<file path="config.mk">
export PLATFORM = sky130hd
export DESIGN_NAME = slv_guard_rst_ctrl_flat
export DESIGN_NICKNAME = d
export VERILOG_FILES = /design/src/rtl/slv_guard_rst_pkg.sv /design/src/rtl/slv_guard_rst_ctrl_if.sv /design/src/rtl/slv_guard_rst_timer.sv /design/src/rtl/slv_guard_rst_ctrl.sv /design/src/flat_wrapper.sv
export SDC_FILE = /design/constraint.sdc
export NUM_CORES = 1
export LEC_CHECK = 0
export CORE_AREA = 2 2 80 63
export DETAILED_ROUTE_END_ITERATION = 7
export DIE_AREA = 0 0 82 65
export PLACE_DENSITY = 0.5
export REMOVE_ABC_BUFFERS = 1
export SLEW_MARGIN = 10
export SYNTH_ARGS = -nofsm -noshare
export SYNTH_HDL_FRONTEND = slang
export SYNTH_SLANG_ARGS = --single-unit
</file>
<file path="constraint.sdc">
create_clock -name clk_i -period 2.5 [get_ports clk_i]
set_input_delay 0.5 -clock clk_i [delete_from_list [all_inputs] [get_ports clk_i]]
set_output_delay 0.5 -clock clk_i [all_outputs]
set_load 0.005 [all_outputs]
</file>
<file path="src/rtl/slv_guard_rst_pkg.sv">
// -----------------------------------------------------------------------------
// slv_guard_rst_pkg
// Shared types for the subordinate-guard reset sequencer.
//   rst_state_e : sequencer FSM states (IDLE, ASSERT, RECOVER, ACK)
//   ST_*_ENC    : raw encodings of those states, for anyone probing the
//                 state register outside the enum type
//   state_isolates() : true for every state in which the bus stays isolated
// -----------------------------------------------------------------------------
package slv_guard_rst_pkg;

    localparam logic [1:0] ST_IDLE_ENC    = 2'd0;
    localparam logic [1:0] ST_ASSERT_ENC  = 2'd1;
    localparam logic [1:0] ST_RECOVER_ENC = 2'd2;
    localparam logic [1:0] ST_ACK_ENC     = 2'd3;

    typedef enum logic [1:0] {
        IDLE    = ST_IDLE_ENC,
        ASSERT  = ST_ASSERT_ENC,
        RECOVER = ST_RECOVER_ENC,
        ACK     = ST_ACK_ENC
    } rst_state_e;

    // Isolation covers the whole sequence, including the ACK hand-back.
    function automatic logic state_isolates(input rst_state_e s);
        return (s != IDLE);
    endfunction

endpackage

</file>
<file path="src/rtl/slv_guard_rst_ctrl_if.sv">
// -----------------------------------------------------------------------------
// slv_guard_rst_ctrl_if
// Control bundle between the guard, the reset sequencer and the guarded
// subordinate.
//   rst_req_i  : level reset request from the guard
//   sub_rst_no : active-low reset into the guarded subordinate
//   isolate_o  : bus isolation while a sequence is in progress
//   rst_stat_o : reset-done status back to the guard's reset-clear input
//   busy_o     : sequencer is not idle
// Modports:
//   slave  : the sequencer (consumes the request, drives the rest)
//   master : the guard side / environment
// -----------------------------------------------------------------------------
interface slv_guard_rst_ctrl_if;

    logic rst_req_i;
    logic sub_rst_no;
    logic isolate_o;
    logic rst_stat_o;
    logic busy_o;

    modport slave (
        input  rst_req_i,
        output sub_rst_no,
        output isolate_o,
        output rst_stat_o,
        output busy_o
    );

    modport master (
        output rst_req_i,
        input  sub_rst_no,
        input  isolate_o,
        input  rst_stat_o,
        input  busy_o
    );

endinterface

</file>
<file path="src/rtl/slv_guard_rst_timer.sv">
// -----------------------------------------------------------------------------
// slv_guard_rst_timer
// Loadable down-counter shared by the hold and recovery phases.
// A load value of 0 is clamped to 1, so a loaded count never wraps.
// Ports:
//   clk_i, rst_i : clock, asynchronous active-high reset (count -> 0)
//   load_i       : load clamp(load_val_i); has priority over dec_i
//   load_val_i   : requested cycle count
//   dec_i        : decrement by one (holds at 0)
//   last_o       : count is exactly 1, i.e. this is the final cycle
// -----------------------------------------------------------------------------
module slv_guard_rst_timer #(
    parameter int CntWidth = 10
) (
    input  logic                clk_i,
    input  logic                rst_i,
    input  logic                load_i,
    input  logic [CntWidth-1:0] load_val_i,
    input  logic                dec_i,
    output logic                last_o
);

    logic [CntWidth-1:0] cnt_q;

    function automatic logic [CntWidth-1:0] clamp_min1(input logic [CntWidth-1:0] v);
        return (v == '0) ? CntWidth'(1) : v;
    endfunction

    always_ff @(posedge clk_i or posedge rst_i) begin
        if (rst_i) begin
            cnt_q <= '0;
        end else if (load_i) begin
            cnt_q <= clamp_min1(load_val_i);
        end else if (dec_i && (cnt_q != '0)) begin
            cnt_q <= cnt_q - CntWidth'(1);
        end
    end

    assign last_o = (cnt_q == CntWidth'(1));

endmodule

</file>
<file path="src/rtl/slv_guard_rst_ctrl.sv">
// -----------------------------------------------------------------------------
// slv_guard_rst_ctrl
// Reset sequencer downstream of the subordinate guard. On a level request it
// pulls the subordinate's active-low reset for max(hold,1) cycles, keeps the
// bus isolated for a further max(recover,1) cycles, then raises reset-done
// until the guard drops its request.
//
// Parameters:
//   CntWidth    : width of hold/recover counters and config inputs
//   EvtCntWidth : width of the reset-event counter
// Ports:
//   clk_i, rst_i       : clock, asynchronous active-high reset
//   ctrl (slave)       : rst_req_i in; sub_rst_no, isolate_o, rst_stat_o,
//                        busy_o out (see slv_guard_rst_ctrl_if)
//   hold_cycles_i      : reset-low duration, sampled when a sequence starts
//   recover_cycles_i   : isolation after release, sampled at end of hold
//   evt_cnt_o          : saturating count of sequences started
//   evt_ovf_o          : sticky, a start was seen while the count was full
//
// Build option:
//   SLV_GUARD_RST_EVT_CNT_EN - when defined the event counter and overflow
//   flag are built; otherwise both outputs are tied to 0.
//
// All outputs decode registered state only; there is no path from
// rst_req_i or the config inputs to any output within a cycle.
// -----------------------------------------------------------------------------
module slv_guard_rst_ctrl
    import slv_guard_rst_pkg::*;
#(
    parameter int CntWidth    = 10,
    parameter int EvtCntWidth = 8
) (
    input  logic                   clk_i,
    input  logic                   rst_i,
    slv_guard_rst_ctrl_if.slave    ctrl,
    input  logic [CntWidth-1:0]    hold_cycles_i,
    input  logic [CntWidth-1:0]    recover_cycles_i,
    output logic [EvtCntWidth-1:0] evt_cnt_o,
    output logic                   evt_ovf_o
);

    rst_state_e          state_q;
    rst_state_e          state_d;
    logic                tmr_load;
    logic                tmr_dec;
    logic [CntWidth-1:0] tmr_val;
    logic                tmr_last;

    // One timer serves both timed phases: the recovery count is loaded on
    // the same edge that ends the hold phase.
    slv_guard_rst_timer #(
        .CntWidth (CntWidth)
    ) u_timer (
        .clk_i      (clk_i),
        .rst_i      (rst_i),
        .load_i     (tmr_load),
        .load_val_i (tmr_val),
        .dec_i      (tmr_dec),
        .last_o     (tmr_last)
    );

    always_ff @(posedge clk_i or posedge rst_i) begin
        if (rst_i) begin
            state_q <= IDLE;
        end else begin
            state_q <= state_d;
        end
    end

    always_comb begin
        state_d  = state_q;
        tmr_load = 1'b0;
        tmr_dec  = 1'b0;
        tmr_val  = hold_cycles_i;
        case (state_q)
            IDLE: begin
                if (ctrl.rst_req_i) begin
                    state_d  = ASSERT;
                    tmr_load = 1'b1;
                    tmr_val  = hold_cycles_i;
                end
            end
            // The request is deliberately ignored in the two timed phases:
            // a request that drops early still gets a complete sequence.
            ASSERT: begin
                if (tmr_last) begin
                    state_d  = RECOVER;
                    tmr_load = 1'b1;
                    tmr_val  = recover_cycles_i;
                end else begin
                    tmr_dec = 1'b1;
                end
            end
            RECOVER: begin
                tmr_dec = 1'b1;
                if (tmr_last) begin
                    state_d = ACK;
                end
            end
            ACK: begin
                if (!ctrl.rst_req_i) begin
                    state_d = IDLE;
                end
            end
            default: begin
                state_d = IDLE;
            end
        endcase
    end

    assign ctrl.sub_rst_no = (state_q != ASSERT);
    assign ctrl.isolate_o  = state_isolates(state_q);
    assign ctrl.rst_stat_o = (state_q == ACK);
    assign ctrl.busy_o     = (state_q != IDLE);

`ifdef SLV_GUARD_RST_EVT_CNT_EN
    logic                   seq_start;
    logic [EvtCntWidth-1:0] evt_cnt_q;
    logic                   evt_ovf_q;

    assign seq_start = (state_q == IDLE) && ctrl.rst_req_i;

    // Saturating event count; an attempt to go past all-ones latches the
    // overflow flag until the next reset.
    always_ff @(posedge clk_i or posedge rst_i) begin
        if (rst_i) begin
            evt_cnt_q <= '0;
            evt_ovf_q <= 1'b0;
        end else if (seq_start) begin
            if (&evt_cnt_q) begin
                evt_ovf_q <= 1'b1;
            end else begin
                evt_cnt_q <= evt_cnt_q + EvtCntWidth'(1);
            end
        end
    end

    assign evt_cnt_o = evt_cnt_q;
    assign evt_ovf_o = evt_ovf_q;
`else
    assign evt_cnt_o = '0;
    assign evt_ovf_o = 1'b0;
`endif

endmodule
</file>
<file path="src/flat_wrapper.sv">
// flat-port wrapper written by rule: the top's interface ports become plain ports
module slv_guard_rst_ctrl_flat import slv_guard_rst_pkg::*;
#(
    parameter int CntWidth    = 10,
    parameter int EvtCntWidth = 8
)
  (clk_i, rst_i, hold_cycles_i, recover_cycles_i, evt_cnt_o, evt_ovf_o, ctrl_rst_req_i, ctrl_sub_rst_no, ctrl_isolate_o, ctrl_rst_stat_o, ctrl_busy_o);
  slv_guard_rst_ctrl_if ctrl_i ();
  input  logic clk_i;
  input  logic rst_i;
  input  logic [CntWidth-1:0] hold_cycles_i;
  input  logic [CntWidth-1:0] recover_cycles_i;
  output logic [EvtCntWidth-1:0] evt_cnt_o;
  output logic evt_ovf_o;
  input wire logic [$bits(ctrl_i.rst_req_i)-1:0] ctrl_rst_req_i;
  output wire logic [$bits(ctrl_i.sub_rst_no)-1:0] ctrl_sub_rst_no;
  output wire logic [$bits(ctrl_i.isolate_o)-1:0] ctrl_isolate_o;
  output wire logic [$bits(ctrl_i.rst_stat_o)-1:0] ctrl_rst_stat_o;
  output wire logic [$bits(ctrl_i.busy_o)-1:0] ctrl_busy_o;
  assign ctrl_i.rst_req_i = ctrl_rst_req_i;
  assign ctrl_sub_rst_no = ctrl_i.sub_rst_no;
  assign ctrl_isolate_o = ctrl_i.isolate_o;
  assign ctrl_rst_stat_o = ctrl_i.rst_stat_o;
  assign ctrl_busy_o = ctrl_i.busy_o;
  slv_guard_rst_ctrl #(.CntWidth(CntWidth), .EvtCntWidth(EvtCntWidth)) u_core (.clk_i(clk_i), .rst_i(rst_i), .ctrl(ctrl_i), .hold_cycles_i(hold_cycles_i), .recover_cycles_i(recover_cycles_i), .evt_cnt_o(evt_cnt_o), .evt_ovf_o(evt_ovf_o));
endmodule
</file>
==> flow_summary_export.csv <==
group,metric,value,unit
cells_and_area,drive_above_1_share,8.48,%
clocking,clk_path_buf_depth,2,
cells_and_area,final_core_utilization,31.4,%
synthesis,seq_area_frac_synth,27.2,%
clocking,numCtsBuffers,3,
cells_and_area,syn2layout_area_growth,31.5,%
timing,setup_viol_count_final,0,
clocking,hold_buffers,0,
clocking,cts_max_level,1,
route,via_per_inst,4.76,
route,vias,1070,
place,place_ws,0.385,ns
critical_path,cp_slowest_cell,"or4_1",
synthesis,netlist_area,0.00110,mm2
grt,antenna_found_initial,0,
clocking,cts.repair.resized,0,
cells_and_area,fill_cells,499,
clocking,insertion_delay,0.25,ns
timing,hold_viol_final,0,
cells_and_area,final_common_cell,"clkdlybuf4s50_1",
power_and_ir_drop,peakVddDrop,161,uV
synthesis,synth_area_leader_cell,"dfrtp_1",
floorplan,rows,22,
floorplan,die_w,82,um
place,gp_congestion,0.770,
timing,slew_headroom,66.3,%
hold_path,hold_class,"reg2reg",
timing,max_freq,470,MHz
timing,whs,0.555,ns
floorplan,ios,36,
grt,grt.total_usage,11.7,%
timing,tightestPinTransition,0.505,ns
power_and_ir_drop,power.density,322,mW/mm2
route,drtIter0Drc,78,
place,io_buffer_count,26,
synthesis,synth_top_area_share,27.2,%
timing,finClkSkew,0.00777,ns
synthesis,yosysUniqueCellTypes,43,
clocking,post-cts-setup-buffer-count,0,
floorplan,die-area,0.00533,mm2
cells_and_area,fin_nets,196,
grt,grt_max_degree,15,
route,post-route-drc-count,0,
cells_and_area,antenna_cells,0,
synthesis,postSynthAreaPerCell,8.00,um2
grt,grt_pass1_vias,961,
critical_path,cp_max_fo,14,
synthesis,yosys_warnings,0,
clocking,clk_pin_slew,0.06,ns
cells_and_area,fin_cells,225,
power_and_ir_drop,leakagePower,0.549,nW
place,placed_cells,221,
synthesis,syn_inst,138,
cells_and_area,final_cell_mix,"clkdlybuf4s50_1 (26), nand2_1 (13), dfrtp_1 (12)",
critical_path,path_cells,"inv_1 > ha_1 > nor2b_1 > o2111a_1 > or4_1 > a31o_1 > o21ai_1",
route,drt_first_pass_iters,4,
flow_run,max_cap_violations,0,
grt,overflow,0,
critical_path,cp.arrival,2.31,ns
critical_path,cp_top_family,"compound AO/OA/AOI/OAI gates",
clocking,ctsRootBufferMaster,"clkbuf_8",
timing,drv_slew,0,
clocking,cts_sinks,12,
route,ant_nets,0,
route,wl_per_cell,13.0,um
grt,grt_pass1_wl,4730,um
synthesis,synth_seq_cells,12,
critical_path,start_kind,"flop",
synthesis,synth_edf_count,0,
timing,final_critical_path_setup_slack,0.372,ns
critical_path,endpoint_kind,"flop",
critical_path,path_buf_inv,1,
timing,min_period,2.13,ns
floorplan,dieHeight,65,um
floorplan,core_area,0.00462,mm2
place,dp_hpwl,2340,um
route,drt_wl_total,2920,um
timing,fin_crit_sh,85.1,%
critical_path,critPathMaxStageDelay,0.52,ns
outcome,status,"finished clean",
floorplan,initial_core_util,23.9,%
synthesis,synth_area_leaders,"dfrtp_1 (27%), ha_1 (7.9%), buf_4 (7.5%), o21ai_1 (4.5%), nand2_1 (4.4%)",
synthesis,async_reset_ff_share,100,%
critical_path,criticalPathCategory,"reg2reg",
critical_path,cp.required,2.68,ns
clocking,cts_tree,"done",
timing,grt_setup_unrepaired,"no",
synthesis,synth_flop_cell,"dfrtp_1",
timing,setup-tns-final,0,ns
## sequential cells by signal, indices dropped and copies added, names as in the netlist
signal and cells:
u_core.state_q 2, u_core.u_timer.cnt_q 10
## Yosys cell counts, types with 2 or more instances
library cell	number
nand2_1	13
dfrtp_1	12
buf_4	11
o21ai_1	10
inv_1	9
nor2_1	8
o21ai_0	8
ha_1	7
nor3_1	6
a21oi_1	5
nor4_1	4
a31o_1	3
and3_1	3
nand3_1	3
clkbuf_1	2
nand4_1	2
o211ai_1	2
o21a_1	2
o2bb2ai_1	2
or3_1	2
or4_1	2
## power by group
| group | switching, W | internal, W | leakage, nW |
|---|---|---|---|
| clock network | 0.0000821 | 0.000140 | 0.0288 |
| registers | 0 | 0.000194 | 0.138 |
| logic | 0.0000188 | 0.0000320 | 0.383 |
| total | 0.000101 | 0.000366 | 0.549 |
## layer usage
metal  up-vias  global-route usage, %  part of all wire (%)
met2        28                   15.2                    39
met3         3                   2.92                   5.0
met5         -                      0                     0
li1        545                      -                     -
met1       494                   18.5                    55
met4         0                   3.13                   1.0
## worst reg2reg max path: cells and delay by family (launching register included)
family	cells	cell delay, ns
buf+inv	1	0.11
simple gates	2	0.60
flops	1	0.40
fa+ha+maj	1	0.24
compound gates	3	0.71
## area by class of cell
type                            instances  area [um2]  area share, %
Clock buffer                            4        55.1           3.79
Inverter                                9        33.8           2.33
Multi-Input combinational cell        111         704           48.5
Sequential cell                        12         300           20.7
Tap cell                               60        75.1           5.17
Timing Repair Buffer                   29         283           19.5
## stage by stage
stage	cell area [um2]	power, W
final	1450	0.000467
after global routing	1450	0.000486
after CTS	1450	0.000475
after detailed placement	1400	0.000249
after global placement	1400	0.000248
after floorplan	1040	0.000206
## final timing paths
| path | from | end | slack [ns] | depth (start not counted) |
|---|---|---|---|---|
| max in group asynchronous | rst_i | u_core.u_timer.cnt_q[0] | 1.58 | 2 |
| min in group asynchronous | rst_i | u_core.u_timer.cnt_q[7] | 0.57 | 2 |
| hold / removal | u_core.state_q[1] | u_core.state_q[1] | 0.56 | 1 |
| hold reg to reg | u_core.state_q[1] | u_core.state_q[1] | 0.56 | 1 |
| setup reg to reg | u_core.state_q[0] | u_core.u_timer.cnt_q[7] | 0.37 | 7 |
| setup / recovery | u_core.state_q[0] | u_core.u_timer.cnt_q[7] | 0.37 | 7 |
## kinds of logic (layout without fill, tap and decap cells)
family,Yosys count,count (layout),synth area share [%]
buf+inv,23,42,11.7
fa+ha+maj,7,7,7.94
other cells,1,9,0.340
flops,12,12,27.2
mux,1,1,1.02
compound gates,40,40,24.3
simple gates,54,54,27.6
(Power assumes the default switching activity.)
